===== src/rtl/conv3x3_pkg.sv =====
// Shared types and helpers for the 3x3 window feeder: pixel/window widths,
// FSM state encoding and the tap-array to window-word packing function.
package conv3x3_pkg;

  localparam int PIX_W    = 8;
  localparam int WIN_TAPS = 9;
  localparam int WIN_W    = PIX_W * WIN_TAPS;

  typedef enum logic [1:0] {IDLE, RUN, DRAIN} state_t;

  typedef logic [PIX_W-1:0] tap_t;

  // Byte k = 3*r + c, row 0 is the top row and column 0 the leftmost.
  function automatic logic [WIN_W-1:0] pack_window(input tap_t taps [3][3]);
    logic [WIN_W-1:0] w;
    w = '0;
    for (int unsigned r = 0; r < 3; r++) begin
      for (int unsigned c = 0; c < 3; c++) begin
        w[PIX_W*(3*r+c) +: PIX_W] = taps[r][c];
      end
    end
    return w;
  endfunction

endpackage


===== src/rtl/window_line_buffer.sv =====
// One image row of delay: combinational read of the old value at addr,
// overwritten with din on the same clock edge when we is high.
module window_line_buffer
  import conv3x3_pkg::*;
#(
  parameter int DEPTH = 8,
  parameter int AW    = 3
) (
  input  logic             clk,
  input  logic             we,
  input  logic [AW-1:0]    addr,
  input  logic [PIX_W-1:0] din,
  output logic [PIX_W-1:0] dout
);

  logic [PIX_W-1:0] mem [DEPTH];

  assign dout = mem[addr];

  always_ff @(posedge clk) begin
    if (we) mem[addr] <= din;
  end

endmodule


===== src/rtl/conv3x3_window_feeder.sv =====
// Raster-order pixel stream in, packed 3x3 valid-convolution windows out.
// Define STRIDE2_EN for stride-2 window emission (default is stride 1).
module conv3x3_window_feeder
  import conv3x3_pkg::*;
#(
  parameter int IMG_W = 8,
  parameter int IMG_H = 8
) (
  input  logic             clk,
  input  logic             rst,
  input  logic             start,
  input  logic [PIX_W-1:0] pix_in,
  input  logic             pix_valid,
  output logic             pix_ready,
  output logic [WIN_W-1:0] win_out,
  output logic             win_valid,
  input  logic             win_ready,
  output logic             busy,
  output logic             frame_done
);

  localparam int MAXD = (IMG_W > IMG_H) ? IMG_W : IMG_H;
  localparam int CW   = $clog2(MAXD);
  localparam int LAW  = $clog2(IMG_W);

  state_t           state, state_nx;
  logic [CW-1:0]    row, col;
  tap_t             taps    [3][3];
  tap_t             taps_nx [3][3];
  logic [PIX_W-1:0] lb0_q, lb1_q;
  logic             accept, emit, col_last, row_last;

  assign pix_ready = (state == RUN) && (!win_valid || win_ready);
  assign accept    = pix_valid && pix_ready;
  assign busy      = (state != IDLE);
  assign col_last  = (col == CW'(IMG_W-1));
  assign row_last  = (row == CW'(IMG_H-1));

`ifdef STRIDE2_EN
  assign emit = accept && (row >= CW'(2)) && (col >= CW'(2)) && !row[0] && !col[0];
`else
  assign emit = accept && (row >= CW'(2)) && (col >= CW'(2));
`endif

  // lb0 holds row y-2, lb1 holds row y-1; on accept each row ages by one.
  window_line_buffer #(.DEPTH(IMG_W), .AW(LAW)) u_lb0 (
    .clk  (clk),
    .we   (accept),
    .addr (col[LAW-1:0]),
    .din  (lb1_q),
    .dout (lb0_q)
  );

  window_line_buffer #(.DEPTH(IMG_W), .AW(LAW)) u_lb1 (
    .clk  (clk),
    .we   (accept),
    .addr (col[LAW-1:0]),
    .din  (pix_in),
    .dout (lb1_q)
  );

  always_comb begin
    taps_nx = taps;
    for (int unsigned r = 0; r < 3; r++) begin
      taps_nx[r][0] = taps[r][1];
      taps_nx[r][1] = taps[r][2];
    end
    taps_nx[0][2] = lb0_q;
    taps_nx[1][2] = lb1_q;
    taps_nx[2][2] = pix_in;
  end

  always_comb begin
    state_nx   = state;
    frame_done = 1'b0;
    case (state)
      IDLE:  if (start) state_nx = RUN;
      RUN:   if (accept && col_last && row_last) state_nx = DRAIN;
      DRAIN: begin
        if (!win_valid || win_ready) begin
          state_nx   = IDLE;
          frame_done = 1'b1;
        end
      end
      default: state_nx = IDLE;
    endcase
  end

  always_ff @(posedge clk) begin
    if (rst) state <= IDLE;
    else     state <= state_nx;
  end

  always_ff @(posedge clk) begin
    if (rst) begin
      row       <= '0;
      col       <= '0;
      win_valid <= 1'b0;
      win_out   <= '0;
    end else begin
      if (state == IDLE && start) begin
        row <= '0;
        col <= '0;
      end else if (accept) begin
        if (col_last) begin
          col <= '0;
          row <= row + 1'b1;
        end else begin
          col <= col + 1'b1;
        end
      end
      // Overwriting a window being consumed this cycle is the back-to-back case.
      if (emit) begin
        win_valid <= 1'b1;
        win_out   <= pack_window(taps_nx);
      end else if (win_ready) begin
        win_valid <= 1'b0;
      end
    end
  end

  always_ff @(posedge clk) begin
    if (accept) taps <= taps_nx;
  end

endmodule

===== config.mk =====
export PLATFORM = sky130hd
export DESIGN_NAME = conv3x3_window_feeder
export DESIGN_NICKNAME = d
export VERILOG_FILES = /design/src/rtl/conv3x3_pkg.sv /design/src/rtl/window_line_buffer.sv /design/src/rtl/conv3x3_window_feeder.sv
export SDC_FILE = /design/constraint.sdc
export NUM_CORES = 1
export LEC_CHECK = 0
export ABC_CLOCK_PERIOD_IN_PS = 18600
export CORE_UTILIZATION = 45
export CTS_BUF_LIST = sky130_fd_sc_hd__clkbuf_2 sky130_fd_sc_hd__clkbuf_4 sky130_fd_sc_hd__clkbuf_8
export CTS_CLUSTER_SIZE = 40
export DETAILED_ROUTE_END_ITERATION = 8
export GPL_ROUTABILITY_DRIVEN = 1
export HOLD_SLACK_MARGIN = 0.05
export PLACE_DENSITY = 0.68
export SYNTH_ARGS = -nofsm -noshare
export SYNTH_HDL_FRONTEND = slang
export SYNTH_HIERARCHICAL = 1
export SYNTH_SLANG_ARGS = --single-unit
export TNS_END_PERCENT = 5

===== constraint.sdc =====
create_clock -name clk -period 18.6 [get_ports clk]
set_input_delay 5.58 -clock clk [delete_from_list [all_inputs] [get_ports clk]]
set_output_delay 5.58 -clock clk [all_outputs]
set_load 0.1 [all_outputs]

* Word-level counts from Yosys, hierarchy flattened
Memories as Yosys holds them, arrays and structs flattened. A register that Yosys moved wholly into a read port is not among the register bits.
Cells that the tools add are included.
** Word-level totals
- Flip-flop bits (word level) :: 129
- Bits in latches :: 0
- RAM bits :: 128
- Bits in read-only memories :: 0
- Output and inout bits :: 76
- Word-level logic and storage cells :: 54
- Memories kept :: 2
** Memory list
- u_lb0.mem :: words 8, bits a word 8, read ports 1, clocked after Yosys merged registers in 1, wr ports 1, line window_line_buffer.sv:16 : logic [PIX_W-1:0] mem [DEPTH];
- u_lb1.mem :: words 8, bits a word 8, read ports 1, clocked after Yosys merged registers in 1, wr ports 1, line window_line_buffer.sv:16
** Cells by class
- Add/subtract/negate cells :: 2
- $mul :: 0
- Div/mod/pow operators :: 0
- Magnitude comparators :: 2
- Equality and inequality tests :: 7
- Shifts and indexed selects :: 0
- Mux-type cells :: 15
- Bitwise operators :: 0
- Reductions and logical operators :: 15
** Operator list (number)
- $mux 3 :: 5
- $logic_and 1x1->1 :: 7
- $add 3x1->3 const B :: 2
- $eq 3x3->1 const B :: 2
- $ge 3x2->1 const B :: 2
- $mux 1 :: 6
- $mux 2 :: 3
- $pmux 2 s3 :: 1
- $ne 2x2->1 const B :: 2
- $reduce_bool 2->1 :: 2
- $reduce_and 3->1 :: 1
- $eq 2x1->1 const B :: 1
- $eq 2x2->1 const B :: 1
- $logic_not 2->1 :: 1
- $ne 2x1->1 const B :: 1
- $reduce_and 2->1 :: 1
- $reduce_or 2->1 :: 1
- $logic_not 1->1 :: 1
- $logic_or 1x1->1 :: 1

* Logic depth before layout (Yosys ltp)
- Depth in word-level cells :: 8
- Depth in mapped cells :: 8
- Mapped depth without buffers :: 5

* By module
Netlist, hierarchy kept.
** By module, submodules not included
- window_line_buffer :: times used 2, cells each 121, area an instance 2555.0 µm²
- conv3x3_window_feeder :: times used 1, cells each 417, area an instance 4895.9 µm²

* Worst setup path before layout
Ideal clock, no wire load.
- Kind :: input to output
- Start :: input port win_ready
- End :: output port frame_done
- Arrival :: 6.991 ns
- Required time :: 13.020 ns
- Setup slack :: 6.029 ns
- Stages :: 3
- Path buffers :: 1
- Cells stage by stage :: nor2b_4 > buf_6 > nor2_1
** Between the ends
- Word-level cells in the longest chain between the ends :: 3
** RTL lines
- from (decl) :: line conv3x3_window_feeder.sv:17 : input logic win_ready,
- $logic_or 1x1->1 :: line conv3x3_window_feeder.sv:80 : if (!win_valid || win_ready) begin
- $mux 1 :: line conv3x3_window_feeder.sv:80
- $mux 1 :: line conv3x3_window_feeder.sv:76 : case (state)
- to (decl) :: line conv3x3_window_feeder.sv:19 : output logic frame_done
Every way passes these cells.

* Worst setup path after layout
- Start :: input port win_ready
- End :: output port pix_ready
** Between the ends
- Word-level cells in the longest chain between the ends :: 2
** RTL lines
- $logic_or 1x1->1 :: line conv3x3_window_feeder.sv:33 : assign pix_ready = (state == RUN) && (!win_valid || win_ready);
- $logic_and 1x1->1 :: line conv3x3_window_feeder.sv:33
- to (decl) :: line conv3x3_window_feeder.sv:14 : output logic pix_ready,
Every way passes these cells.

==> flow_metrics.env <==
export IMPL_reg2reg_slack_ns=15.78
export IMPL_timing_final_max_slew_violations=0
export IMPL_grt_max_degree=80
export IMPL_ys_types=47
export IMPL_maxCapViolCount=0
export IMPL_mostFrequentLayoutCell="edfxtp_1"
export IMPL_syn_nets=677
export IMPL_crit_path_end_kind="primary output"
export IMPL_die_y_um=151
export IMPL_grt_util_all_layers_pct=17.2
export IMPL_hold_violations=0
export IMPL_antenna_found_initial=0
export IMPL_diodes=0
export IMPL_critPathArrivalTime_ns=7.43
export IMPL_critPathMaxFanout=8
export IMPL_initial_core_util_pct=45.8
export IMPL_rsz0062_at_grt="no"
export IMPL_synthCells=659
export IMPL_cts_buffers=43
export IMPL_vias_per_cell=5.17
export IMPL_synthSimpleGateAreaFrac_pct=8.77
export IMPL_avgRoutedWirePerCell_um=17.6
export IMPL_p_leak_nw=3.92
export IMPL_drive_above_1_share_pct=15.7
export IMPL_cp_required_ns=13.02
export IMPL_hp_class="flop to flop"
export IMPL_grt_first_pass_wirelength_um=29800
export IMPL_dpl_cell_count=998
export IMPL_cts_buffer_depth=3
export IMPL_fmax_mhz=76.9
export IMPL_ys_ff_latch=257
export IMPL_gp_congestion=0.740
export IMPL_die_width_um=151
export IMPL_die_area_sq_um=22800
export IMPL_ctsHtreeMaxLevel=2
export IMPL_setup_viol=0
export IMPL_drt_first_pass_iters=5
export IMPL_synth_compound_area_share_pct=2.06
export IMPL_gr_total_overflow=0
export IMPL_synthFlopType="edfxtp_1"
export IMPL_fill_cells=1768
export IMPL_io_buffers=88
export IMPL_synth_edff_count=176
export IMPL_wirelength_um=18900
export IMPL_path_clk_slew_ns=0.06
export IMPL_final_util_pct=54.3
export IMPL_post_dp_hpwl_um=12000
export IMPL_syn_avg_cell_area_sq_um=15.2
export IMPL_yosys_warnings=6
export IMPL_crit_type="input pin to primary output"
export IMPL_vdd_drop_max_mv=0.0412
export IMPL_via_count=5575
export IMPL_yosys_area_share_xor_xnor_pct=0
export IMPL_root_buffer="clkbuf_8"
export IMPL_nets=781
export IMPL_final_cells=1078
export IMPL_powerDensity_nw_per_um2=96.1
export IMPL_core_area_sq_um=21800
export IMPL_skew_ns=0.0231
export IMPL_ctsResizeCount=0
export IMPL_drc=0
export IMPL_ant_nets=0
export IMPL_syn_area_sq_um=10000
export IMPL_postCtsSetupRepairBufs=0
export IMPL_post_route_period_util_pct=69.9
export IMPL_hold_buffers=0
export IMPL_drtIter0Drc=361
export IMPL_grt_pass1_vias=5591
export IMPL_synth_adder_area_share_pct=0.625
export IMPL_area_growth_pct=18.5
export IMPL_period_minus_slack_ns=13.01
export IMPL_cts_sinks=257
export IMPL_worst_pin_slew_ns=1.03
export IMPL_finalSetupTns_ns=0
export IMPL_row_count=54
export IMPL_status="complete, no violations"
export IMPL_async_flop_share_pct=0
export IMPL_synth_top_family_by_area="multiplexers"
export IMPL_final_cell_mix="176 x edfxtp_1, 153 x nand2_1, 88 x clkdlybuf4s50_1"
export IMPL_start_kind="input pin"
export IMPL_insertion_delay_ns=0.54
export IMPL_synthMuxAreaShare_pct=16.0
export IMPL_cts_tree="done"
export IMPL_yosysSeqAreaShare_pct=69.0
export IMPL_ios=89
export IMPL_relSlewSlack_pct=30.9
-- sequential cells by signal, indices dropped and copies added, names as in the netlist --
register and flops:
row 3, u_lb0/mem 64, u_lb1/mem 64, state 2
win_out 72, col 3, win_valid 1, taps 48
-- logic make-up (layout without fill, tap and decap cells) --
kind of cell,after synthesis,after routing
simple gates,206,206
mux,120,120
compound gates,26,26
flops,257,257
buf+inv,45,184
fa+ha+maj,5,5
-- synthesized netlist by cell type, types with 2 or more instances --
master / instances / share of area (%)
nor3_1: 6 / 0.30
ha_1: 5 / 0.63
nand3_1: 8 / 0.40
o31ai_1: 3 / 0.23
a21oi_1: 5 / 0.25
nand2b_1: 5 / 0.31
nand4_1: 3 / 0.19
and3b_1: 2 / 0.18
buf_1: 2 / 0.075
inv_2: 2 / 0.075
mux4_1: 8 / 2.1
o211a_1: 2 / 0.20
mux4_2: 16 / 3.6
nand2_1: 153 / 5.7
mux2i_1: 78 / 7.8
clkbuf_1: 18 / 0.68
nor2_1: 18 / 0.68
mux2_2: 4 / 0.45
buf_6: 4 / 0.45
buf_12: 9 / 1.8
edfxtp_1: 176 / 53
a211o_1: 2 / 0.18
dfxtp_1: 81 / 16
o211ai_1: 2 / 0.15
buf_2: 7 / 0.35
o221ai_1: 2 / 0.18
inv_1: 3 / 0.11
mux2_4: 12 / 1.8
mux2_1: 2 / 0.23
a22oi_1: 2 / 0.15
nand3b_1: 2 / 0.15
a311oi_1: 2 / 0.18
-- path summary, 6_finish.rpt --
| check | start | end | depth (start not counted) |
|---|---|---|---|
| hold reg to reg | taps[48] | taps[56] | 0 |
| setup reg to reg | state[1] | u_lb1/mem[4][2] | 6 |
| setup / recovery | win_ready | pix_ready | 4 |
| hold / removal | taps[48] | taps[56] | 0 |
-- power breakdown --
part | internal (mW) | switching [mW]
Sequential | 0.618 | 0.00216
Clock | 0.270 | 0.212
Combinational | 0.0128 | 0.0253
-- through the flow --
step                      power (mW)  hold WS [ns]  setup WS, ns  cell area [sq um]
after CTS                       1.15         0.444          5.58              11900
final                           1.14         0.445          5.59              11900
after detailed placement       0.671         0.434          5.59              11000
after global routing            1.18         0.452          5.54              11900
after floorplan                0.658         0.426          6.03              10000
after global placement         0.669         0.430          5.59              11000
-- critical path, stage by stage --
cell             delay (ns)
clkdlybuf4s50_1        0.52
nor2b_4                0.09
nor2_1                 0.11
clkdlybuf4s50_1        1.13
-- per-layer routing --
layer / up-vias / wire length [um] / global-route usage, %
met1: 2742 / 8320 / 22.4
met3: 33 / 975 / 3.86
met4: 0 / 508 / 6.95
li1: 2642 / - / -
met2: 158 / 9140 / 28.0
met5: - / 0 / 0
-- cell type report --
cell class | instances | area [sq um] | share of cell area, %
well taps | 280 | 350 | 2.95
flip-flops and latches | 257 | 6910 | 58.2
repair buffers | 99 | 963 | 8.12
clock buffers | 64 | 781 | 6.58
multi-input cells | 357 | 2760 | 23.3
inverters | 5 | 21.3 | 0.179
clock inverters | 16 | 77.6 | 0.654
Note: power is estimated with default switching activity, not from simulation.
